<file path="config.mk">
export PLATFORM = sky130hd
export DESIGN_NAME = ifm_skew_feeder
export DESIGN_NICKNAME = d
export VERILOG_FILES = /design/src/rtl/ugemm_feed_pkg.sv /design/src/rtl/skew_delay.sv /design/src/rtl/ifm_skew_feeder.sv
export SDC_FILE = /design/constraint.sdc
export NUM_CORES = 1
export LEC_CHECK = 0
export CORE_ASPECT_RATIO = 1.1
export CORE_MARGIN = 3
export CORE_UTILIZATION = 35
export CTS_CLUSTER_DIAMETER = 30
export CTS_CLUSTER_SIZE = 20
export DETAILED_ROUTE_END_ITERATION = 10
export SLEW_MARGIN = 5
export SYNTH_ARGS = -nofsm -noshare
export SYNTH_HDL_FRONTEND = slang
export SYNTH_HIERARCHICAL = 1
export SYNTH_SLANG_ARGS = --single-unit
export TNS_END_PERCENT = 50
</file>
<file path="constraint.sdc">
create_clock -name clk -period 2.6 [get_ports clk]
set_input_delay 0.39 -clock clk [delete_from_list [all_inputs] [get_ports clk]]
set_output_delay 0.39 -clock clk [all_outputs]
set_load 0.02 [all_outputs]
</file>
<file path="src/rtl/ugemm_feed_pkg.sv">
// Shared types and default sizing for the GEMM row-side feeder.
package ugemm_feed_pkg;

  localparam int DEF_HEIGHT  = 32'sd4;
  localparam int DEF_IWIDTH  = 32'sd16;
  localparam int DEF_CYCLE_W = 32'sd8;

  typedef enum logic [1:0] {
    IDLE  = 2'd0,
    RUN   = 2'd1,
    GAP   = 2'd2,
    DRAIN = 2'd3
  } feed_state_t;

endpackage

</file>
<file path="src/rtl/skew_delay.sv">
// Synchronous-reset shift register of DEPTH stages; DEPTH=0 is a plain wire.
module skew_delay #(
  parameter int DEPTH = 1,
  parameter int W     = 1
) (
  input  logic         clk,
  input  logic         rst,
  input  logic [W-1:0] d,
  output logic [W-1:0] q
);

  generate
    if (DEPTH == 0) begin : g_pass
      logic unused_s;
      assign unused_s = clk ^ rst;
      assign q = d;
    end else begin : g_pipe
      logic [W-1:0] stage_r [DEPTH];

      // Shift the row word one stage per clock.
      always_ff @(posedge clk) begin
        if (rst) begin
          stage_r <= '{default: '0};
        end else begin
          stage_r[0] <= d;
          for (int i = 1; i < DEPTH; i++) begin
            stage_r[i] <= stage_r[i-1];
          end
        end
      end

      assign q = stage_r[DEPTH-1];
    end
  endgenerate

endmodule

</file>
<file path="src/rtl/ifm_skew_feeder.sv">
// Row-side feeder: holds each ifm vector for len_q MAC cycles and skews
// every row's data/enable/clear/done by its row index.
module ifm_skew_feeder
  import ugemm_feed_pkg::*;
#(
  parameter int HEIGHT  = DEF_HEIGHT,
  parameter int IWIDTH  = DEF_IWIDTH,
  parameter int CYCLE_W = DEF_CYCLE_W
) (
  input  logic               clk,
  input  logic               rst,
  input  logic [CYCLE_W-1:0] cfg_cycles,
  input  logic               in_valid,
  output logic               in_ready,
  input  logic [IWIDTH-1:0]  in_ifm [HEIGHT-1:0],
  input  logic               in_last,
  output logic [IWIDTH-1:0]  ifm [HEIGHT-1:0],
  output logic [HEIGHT-1:0]  en_i,
  output logic [HEIGHT-1:0]  clr_i,
  output logic [HEIGHT-1:0]  mac_done,
  output logic               busy
);

  localparam int RW = IWIDTH + 3;
  localparam logic [CYCLE_W-1:0] ONE        = CYCLE_W'(1);
  localparam logic [CYCLE_W-1:0] ZERO       = CYCLE_W'(0);
  localparam logic [CYCLE_W-1:0] DRAIN_LAST = CYCLE_W'((HEIGHT > 1) ? HEIGHT - 2 : 0);
  localparam bit                 HAS_DRAIN  = (HEIGHT > 1);

  feed_state_t        state_r, state_s;
  logic [CYCLE_W-1:0] cnt_r, cnt_s;
  logic [CYCLE_W-1:0] len_r, len_s;
  logic               last_r, last_s;
  logic [IWIDTH-1:0]  hold_r [HEIGHT-1:0];
  logic               en0_r, clr0_r, done0_r, ready_r, busy_r;
  logic               accept_s, final_s, final_next_s, load_s, clr_s;

  assign accept_s = in_valid & ready_r;
  assign final_s  = (cnt_r == len_r - ONE);

  // Next-state, counter and tile bookkeeping.
  always_comb begin
    state_s = state_r;
    cnt_s   = cnt_r;
    len_s   = len_r;
    load_s  = 1'b0;
    clr_s   = 1'b0;
    case (state_r)
      IDLE: begin
        if (accept_s) begin
          state_s = RUN;
          cnt_s   = ZERO;
          len_s   = (cfg_cycles == ZERO) ? ONE : cfg_cycles;
          load_s  = 1'b1;
          clr_s   = 1'b1;
        end else begin
          state_s = IDLE;
        end
      end
      RUN: begin
        if (!final_s) begin
          cnt_s = cnt_r + ONE;
        end else if (last_r) begin
          state_s = HAS_DRAIN ? DRAIN : IDLE;
          cnt_s   = ZERO;
        end else if (accept_s) begin
          cnt_s  = ZERO;
          load_s = 1'b1;
        end else begin
          state_s = GAP;
        end
      end
      GAP: begin
        if (accept_s) begin
          state_s = RUN;
          cnt_s   = ZERO;
          load_s  = 1'b1;
        end else begin
          state_s = GAP;
        end
      end
      DRAIN: begin
        if (cnt_r == DRAIN_LAST) begin
          state_s = IDLE;
          cnt_s   = ZERO;
        end else begin
          cnt_s = cnt_r + ONE;
        end
      end
      default: begin
        state_s = IDLE;
        cnt_s   = ZERO;
      end
    endcase
    last_s       = load_s ? in_last : last_r;
    final_next_s = (cnt_s == len_s - ONE);
  end

  // Outputs are decoded from the next state so they align with the state register.
  always_ff @(posedge clk) begin
    if (rst) begin
      state_r <= IDLE;
      cnt_r   <= ZERO;
      len_r   <= ZERO;
      last_r  <= 1'b0;
      hold_r  <= '{default: '0};
      en0_r   <= 1'b0;
      clr0_r  <= 1'b0;
      done0_r <= 1'b0;
      ready_r <= 1'b0;
      busy_r  <= 1'b0;
    end else begin
      state_r <= state_s;
      cnt_r   <= cnt_s;
      len_r   <= len_s;
      last_r  <= last_s;
      if (load_s) begin
        hold_r <= in_ifm;
      end else begin
        hold_r <= hold_r;
      end
      en0_r   <= (state_s == RUN);
      clr0_r  <= clr_s;
      done0_r <= (state_s == RUN) && final_next_s && last_s;
      ready_r <= (state_s == IDLE) || (state_s == GAP) ||
                 ((state_s == RUN) && final_next_s && !last_s);
      busy_r  <= (state_s != IDLE);
    end
  end

  assign in_ready = ready_r;
  assign busy     = busy_r;

  generate
    for (genvar h = 0; h < HEIGHT; h++) begin : g_row
      logic [RW-1:0] row_q_s;
      skew_delay #(.DEPTH(h), .W(RW)) u_skew (
        .clk (clk),
        .rst (rst),
        .d   ({hold_r[h], en0_r, clr0_r, done0_r}),
        .q   (row_q_s)
      );
      assign ifm[h]      = row_q_s[RW-1:3];
      assign en_i[h]     = row_q_s[2];
      assign clr_i[h]    = row_q_s[1];
      assign mac_done[h] = row_q_s[0];
    end
  endgenerate

endmodule

</file>
==> reports/metrics.cfg <==
[worst_hold_path]
whs_path_depth = 2
hold_class = primary input to flip-flop

[die]
coreArea_mm2 = 0.0221
io_pins = 154
die_y_um = 164
die_w_um = 149
rows = 57
initial_core_util_pct = 35.7
die-area_mm2 = 0.0244

[worst_setup_path]
cp_data_required_time_ps = 2960
worstRegToRegCells = 11
critPathKind = flip-flop to flip-flop
cp_max_fo = 6
worst_setup_path_start_kind = flip-flop
crit_path_end_kind = flip-flop
arrival_ps = 3200

[grt]
grt_pass1_wl_mm = 29.8
grt_max_degree = 97
grt_usage_pct = 15.2
grt_overflow = 0
antenna_found_initial = 2
grt_pass1_vias = 5854

[route]
routed_wl_mm = 20.4
drc = 0
firstDrtPassIters = 4
viasPerCell = 4.53
vias = 6151
first_iter_violations = 293
wl_met2_mm = 10.2
wl_per_cell_um = 15.0
wl_met1_mm = 8.41
dr_wl_met3_mm = 1.04
postRouteAntennaNets = 0
top_layer = met4

[sta]
slew_headroom_pct = 56.3
max_freq_mhz = 352
layout_min_cycle_time_ps = 2840
drv_slew = 0
fin_crit_sh_pct = 109
setup_viol = 67
rsz0062_at_grt = true
fin_skew_ps = 45.1
hold_viol = 0
fin_ws_ps = -242
tightest_slew_ps = 656

[power]
switching_share_pct = 23.5
p_total_mw = 9.56
vdd_drop_max_mv = 0.451
seq_power_share_pct = 34.1
switching_power_mw = 2.25
p_int_mw = 7.31
combinationalPowerShare_pct = 11.0
p_leak_nw = 4.61
power.density_mw_per_mm2 = 797
clock_power_share_pct = 54.9

[clock_tree]
ctsHoldBuffers = 0
tritoncts = yes
cts_buffers = 40
htreeDepth = 2
worstSkewPairLatency_ps = 530
clk_pin_slew_ps = 50
cts_buffer_depth = 3
clock_sinks = 202
cts-root-buf = clkbuf_16

[yosys]
yosysMostFrequentCell = dfxtp_1
synthCells = 845
synth_cell_types = 60
synth-seq-cells = 202
netlist_top_cells_area = dfxtp_1 51%, nand2_1 7.4%, nor2b_1 6.5%
synth_top_area_share_pct = 51.2
syn_area_mm2 = 0.00790
ys_warn_count = 6
synth_nets = 925
synth.avg_cell_area_um2 = 9.35
synth_edf_count = 0
yosys-top-cells-count = 202 x dfxtp_1, 155 x nand2_1, 82 x nor2b_1
synth_seq_area_share_pct = 51.2
synth-async-reset-ratio_pct = 0
synth_ff_type = dfxtp_1
yosys.area.top_type = dfxtp_1

[outcome]
violations = negative setup slack
outcome = finished with violations

[placement]
dp_hpwl_mm = 12.6
portBuffers = 153
place_ws_ps = -299
gp_congestion = 0.868

[flow_run]
drv_cap = 0

[final_layout]
fin_nets = 1111
area_growth_pct = 51.8
layout-drive-gt1-share_pct = 28.1

## cell families (layout without fill, tap and decap cells)
group	count (synthesis)	after routing	share of synthesized area (%)
mux	9	9	1.14
xor+xnor	18	18	1.99
compound gates	131	131	9.91
flops	202	202	51.2
fa+ha+maj	4	4	0.633
simple gates	374	374	25.6
other cells	0	2	0
buf+inv	107	323	9.52
## per-layer routing
layer,up-vias,track usage [%]
met4,0,6.91
met3,56,3.50
met2,179,25.5
met5,-,0
met1,2799,18.5
li1,3117,-
## critical path, stage by stage, from the launching register on
cell and delay [ps]:
dfxtp_2 310, inv_2 70, ha_4 120, or3b_4 390, a211oi_4 260, o211ai_1 150
or2_4 320, o41ai_4 340, and2b_4 280, mux2i_4 260, buf_4 150, nor2_1 30
## through the flow
| step | setup TNS (ps) | instance area, µm² | hold WS, ps | util (%) | std cells |
|---|---|---|---|---|---|
| floorplan | -1620 | 7930 | 411 | - | 845 |
| global placement | -10330 | 9700 | 414 | 43.9 | 1265 |
| detailed placement | -15000 | 9700 | 418 | 43.9 | 1265 |
| CTS | -10370 | 11300 | 266 | 51.0 | 1344 |
| global route | -21970 | 12000 | 280 | 54.3 | 1358 |
| finish | -13460 | 12000 | 282 | 54.3 | 1358 |
## state kept, by name, summed over array words and instances, names as in the netlist
name / flops
hold_r: 64
g_row.u_skew/q: 57
g_row.u_skew/g_pipe.stage_r: 57
cnt_r: 8
len_r: 8
state_r: 2
busy: 1
clr0_r: 1
done0_r: 1
en0_r: 1
in_ready: 1
last_r: 1
## power groups by stage
stage          logic, mW  clock network [mW]  registers [mW]
6_report            1.05                5.25            3.26
5_1_grt             1.13                5.53            3.27
4_1_cts            0.888                5.37            3.25
3_5_place_dp       0.843                   0            3.31
3_3_place_gp       0.841                   0            3.31
2_1_floorplan      0.491                   0            3.31
## cell usage in the layout (no fill, tap or decap), types with 5 or more instances in the layout
| master | synthesis | routed |
|---|---|---|
| xor2_1 | 8 | 8 |
| and2b_1 | 15 | 14 |
| nand2b_1 | 5 | 5 |
| clkbuf_8 | 0 | 8 |
| clkbuf_16 | 0 | 45 |
| buf_4 | 58 | 74 |
| o21ai_0 | 13 | 13 |
| nor3_1 | 14 | 12 |
| clkbuf_1 | 21 | 5 |
| nand3_1 | 12 | 11 |
| a21oi_2 | 0 | 32 |
| nand2_4 | 0 | 24 |
| bufinv_16 | 0 | 5 |
| nor2_1 | 41 | 41 |
| nor2b_4 | 20 | 20 |
| nand2_2 | 0 | 26 |
| mux2i_1 | 9 | 7 |
| nand2_1 | 155 | 105 |
| a31oi_1 | 6 | 6 |
| clkdlybuf4s50_1 | 0 | 152 |
| nor2b_1 | 82 | 82 |
| a21oi_1 | 76 | 44 |
| buf_12 | 2 | 7 |
| xnor2_1 | 10 | 9 |
| dfxtp_1 | 202 | 200 |
## repair_timing
| item | CTS | global route |
|---|---|---|
| setup endpoints to repair | 68 | 69 |
| pin swaps | 2 | 56 |
| hold endpoints to repair | 0 | 0 |
| resized for setup | 13 | 128 |
| setup buffers | 5 | 3 |
| gates cloned | 2 | 9 |
## path summary, 6_finish.rpt
kind,from,to,slack (ps)
hold / removal,rst,g_row[2].u_skew/q[16]$_SDFF_PP0_,280
setup / recovery,len_r[1]$_SDFF_PP0_,last_r$_SDFF_PP0_,-240
hold reg to reg,g_row[2].u_skew/g_pipe.stage_r[35]$_SDFF_PP0_,g_row[2].u_skew/q[16]$_SDFF_PP0_,410
setup reg to reg,len_r[1]$_SDFF_PP0_,last_r$_SDFF_PP0_,-240
## final cells by class
type | instances | area, µm²
clock buffer | 53 | 1130
antenna | 2 | 5.00
tap | 295 | 369
inverter | 6 | 22.5
multi-input combinational | 536 | 3670
sequential | 202 | 4050
timing repair buffer | 245 | 2460
fill | 1967 | 10100
clock inverter | 19 | 298
(Power assumes the default switching activity.)
==> patch (same flow settings) <==
Encoding of `feed_state_t`: now one-hot (4 bits for 4 states).
--- a/src/rtl/ugemm_feed_pkg.sv
+++ b/src/rtl/ugemm_feed_pkg.sv
@@ -7,7 +7,7 @@
 
-  typedef enum logic [1:0] {
-    IDLE  = 2'd0,
-    RUN   = 2'd1,
-    GAP   = 2'd2,
-    DRAIN = 2'd3
+  typedef enum logic [3:0] {
+    IDLE  = 4'b0001,
+    RUN   = 4'b0010,
+    GAP   = 4'b0100,
+    DRAIN = 4'b1000
   } feed_state_t;
Function: same outputs for any inputs over 10 cycles, from zero or initial values and one cycle with rst high; not proved beyond that.
==> patch against the unedited design <==
Clock skew fell by 0.026 ns; synthesized cell count decreased by 11%; largest cell class unchanged; hold slack worse by 0.016 ns; critical path depth up 1; area after synthesis is 1.3% higher; combinational power shrank 22%; final area shrank 2.0%; sequential cell count is 2 higher; die area is 1.2% higher; total power is 3.0% lower; worst setup slack got worse by 0.39 ns; the flow still finishes with violations (setup timing); routed wire length is 12% lower.
==> patch: results (changes against the unedited design) <==
tightest_slew_ns: 0.572  # -0.0834 ns
r2r.worst_path.cells: 12  # +1
wl_per_cell_um: 13.8  # -8.0%
grt_use_met3_pct: 3.29  # -0.20 points
arrival_ns: 3.64  # +0.44 ns
wl_met2_mm: 8.99  # -12%
synth_fp_nets: 836  # -9.6%
dpl_cell_area_mm2: 0.0101  # +4.2%
grt_start_max_net_pins: 111  # +14%
dp_hpwl_mm: 12.5  # -0.83%
antenna_cells: 0  # -2
finalSetupTns_ns: -27.78  # -14.32 ns
synth_commonest_cells: "dfxtp_1 (204), nor2_1 (98), nor2b_1 (81)"
use_met2_pct: 25.1  # -0.46 points
yosysSeqAreaShare_pct: 51.0  # -0.13 points
worst_path_max_delay_cell: "or4_4"
layout_setup_ws_ns: -0.634  # -0.392 ns
status: "finished, violations left"
clk_latency_ns: 0.50  # -0.03 ns
ff2ff_setup_slack_ns: -0.63  # -0.39 ns
synth_mux_area_share_pct: 9.79  # +8.6 points
failed_checks: "setup timing"
ir_drop_mv: 0.572  # +27%
dp_cells: 1215  # -4.0%
syn_area_per_cell_um2: 10.6  # +13%
vias: 5664  # -7.9%
met3_length_um: 814  # -22%
endpoint: "in_ready"
power.internal_uw: 7210  # -1.4%
synth.distinct_cells: 65  # +8.3%
finalSetupViolCount: 75  # +12%
drive_above_1_share_pct: 25.3  # -2.8 points
drt_iter0_drc: 240  # -18%
hold_slack_ns: 0.266  # -0.0156 ns
-- patch: area by class of cell --
| type | count | area, um2 | share of cell area, % |
|---|---|---|---|
| clock buffers | 44 | 1050 | 8.91 |
| clock inverters | 30 | 353 | 3.00 |
| inverters | 8 | 30.0 | 0.255 |
| multi-input cells | 448 | 3350 | 28.5 |
| flip-flops and latches | 204 | 4090 | 34.8 |
| well taps | 295 | 369 | 3.14 |
| repair buffers | 269 | 2520 | 21.4 |
-- patch: power groups by stage --
stage	clock, uW	sequential (uW)	combinational [uW]
global placement	0	3330	781
global route	5470	3280	883
detailed placement	0	3330	785
finish	5190	3270	819
CTS	5310	3270	811
floorplan	0	3340	454
-- patch: repair_timing --
item | CTS | global route
pin swaps | 9 | 13
hold buffers | 0 | 0
setup endpoints to repair | 75 | 76
setup buffers | 3 | 5
cloned | 1 | 0
hold endpoints to repair | 0 | 0
resized for setup | 14 | 18
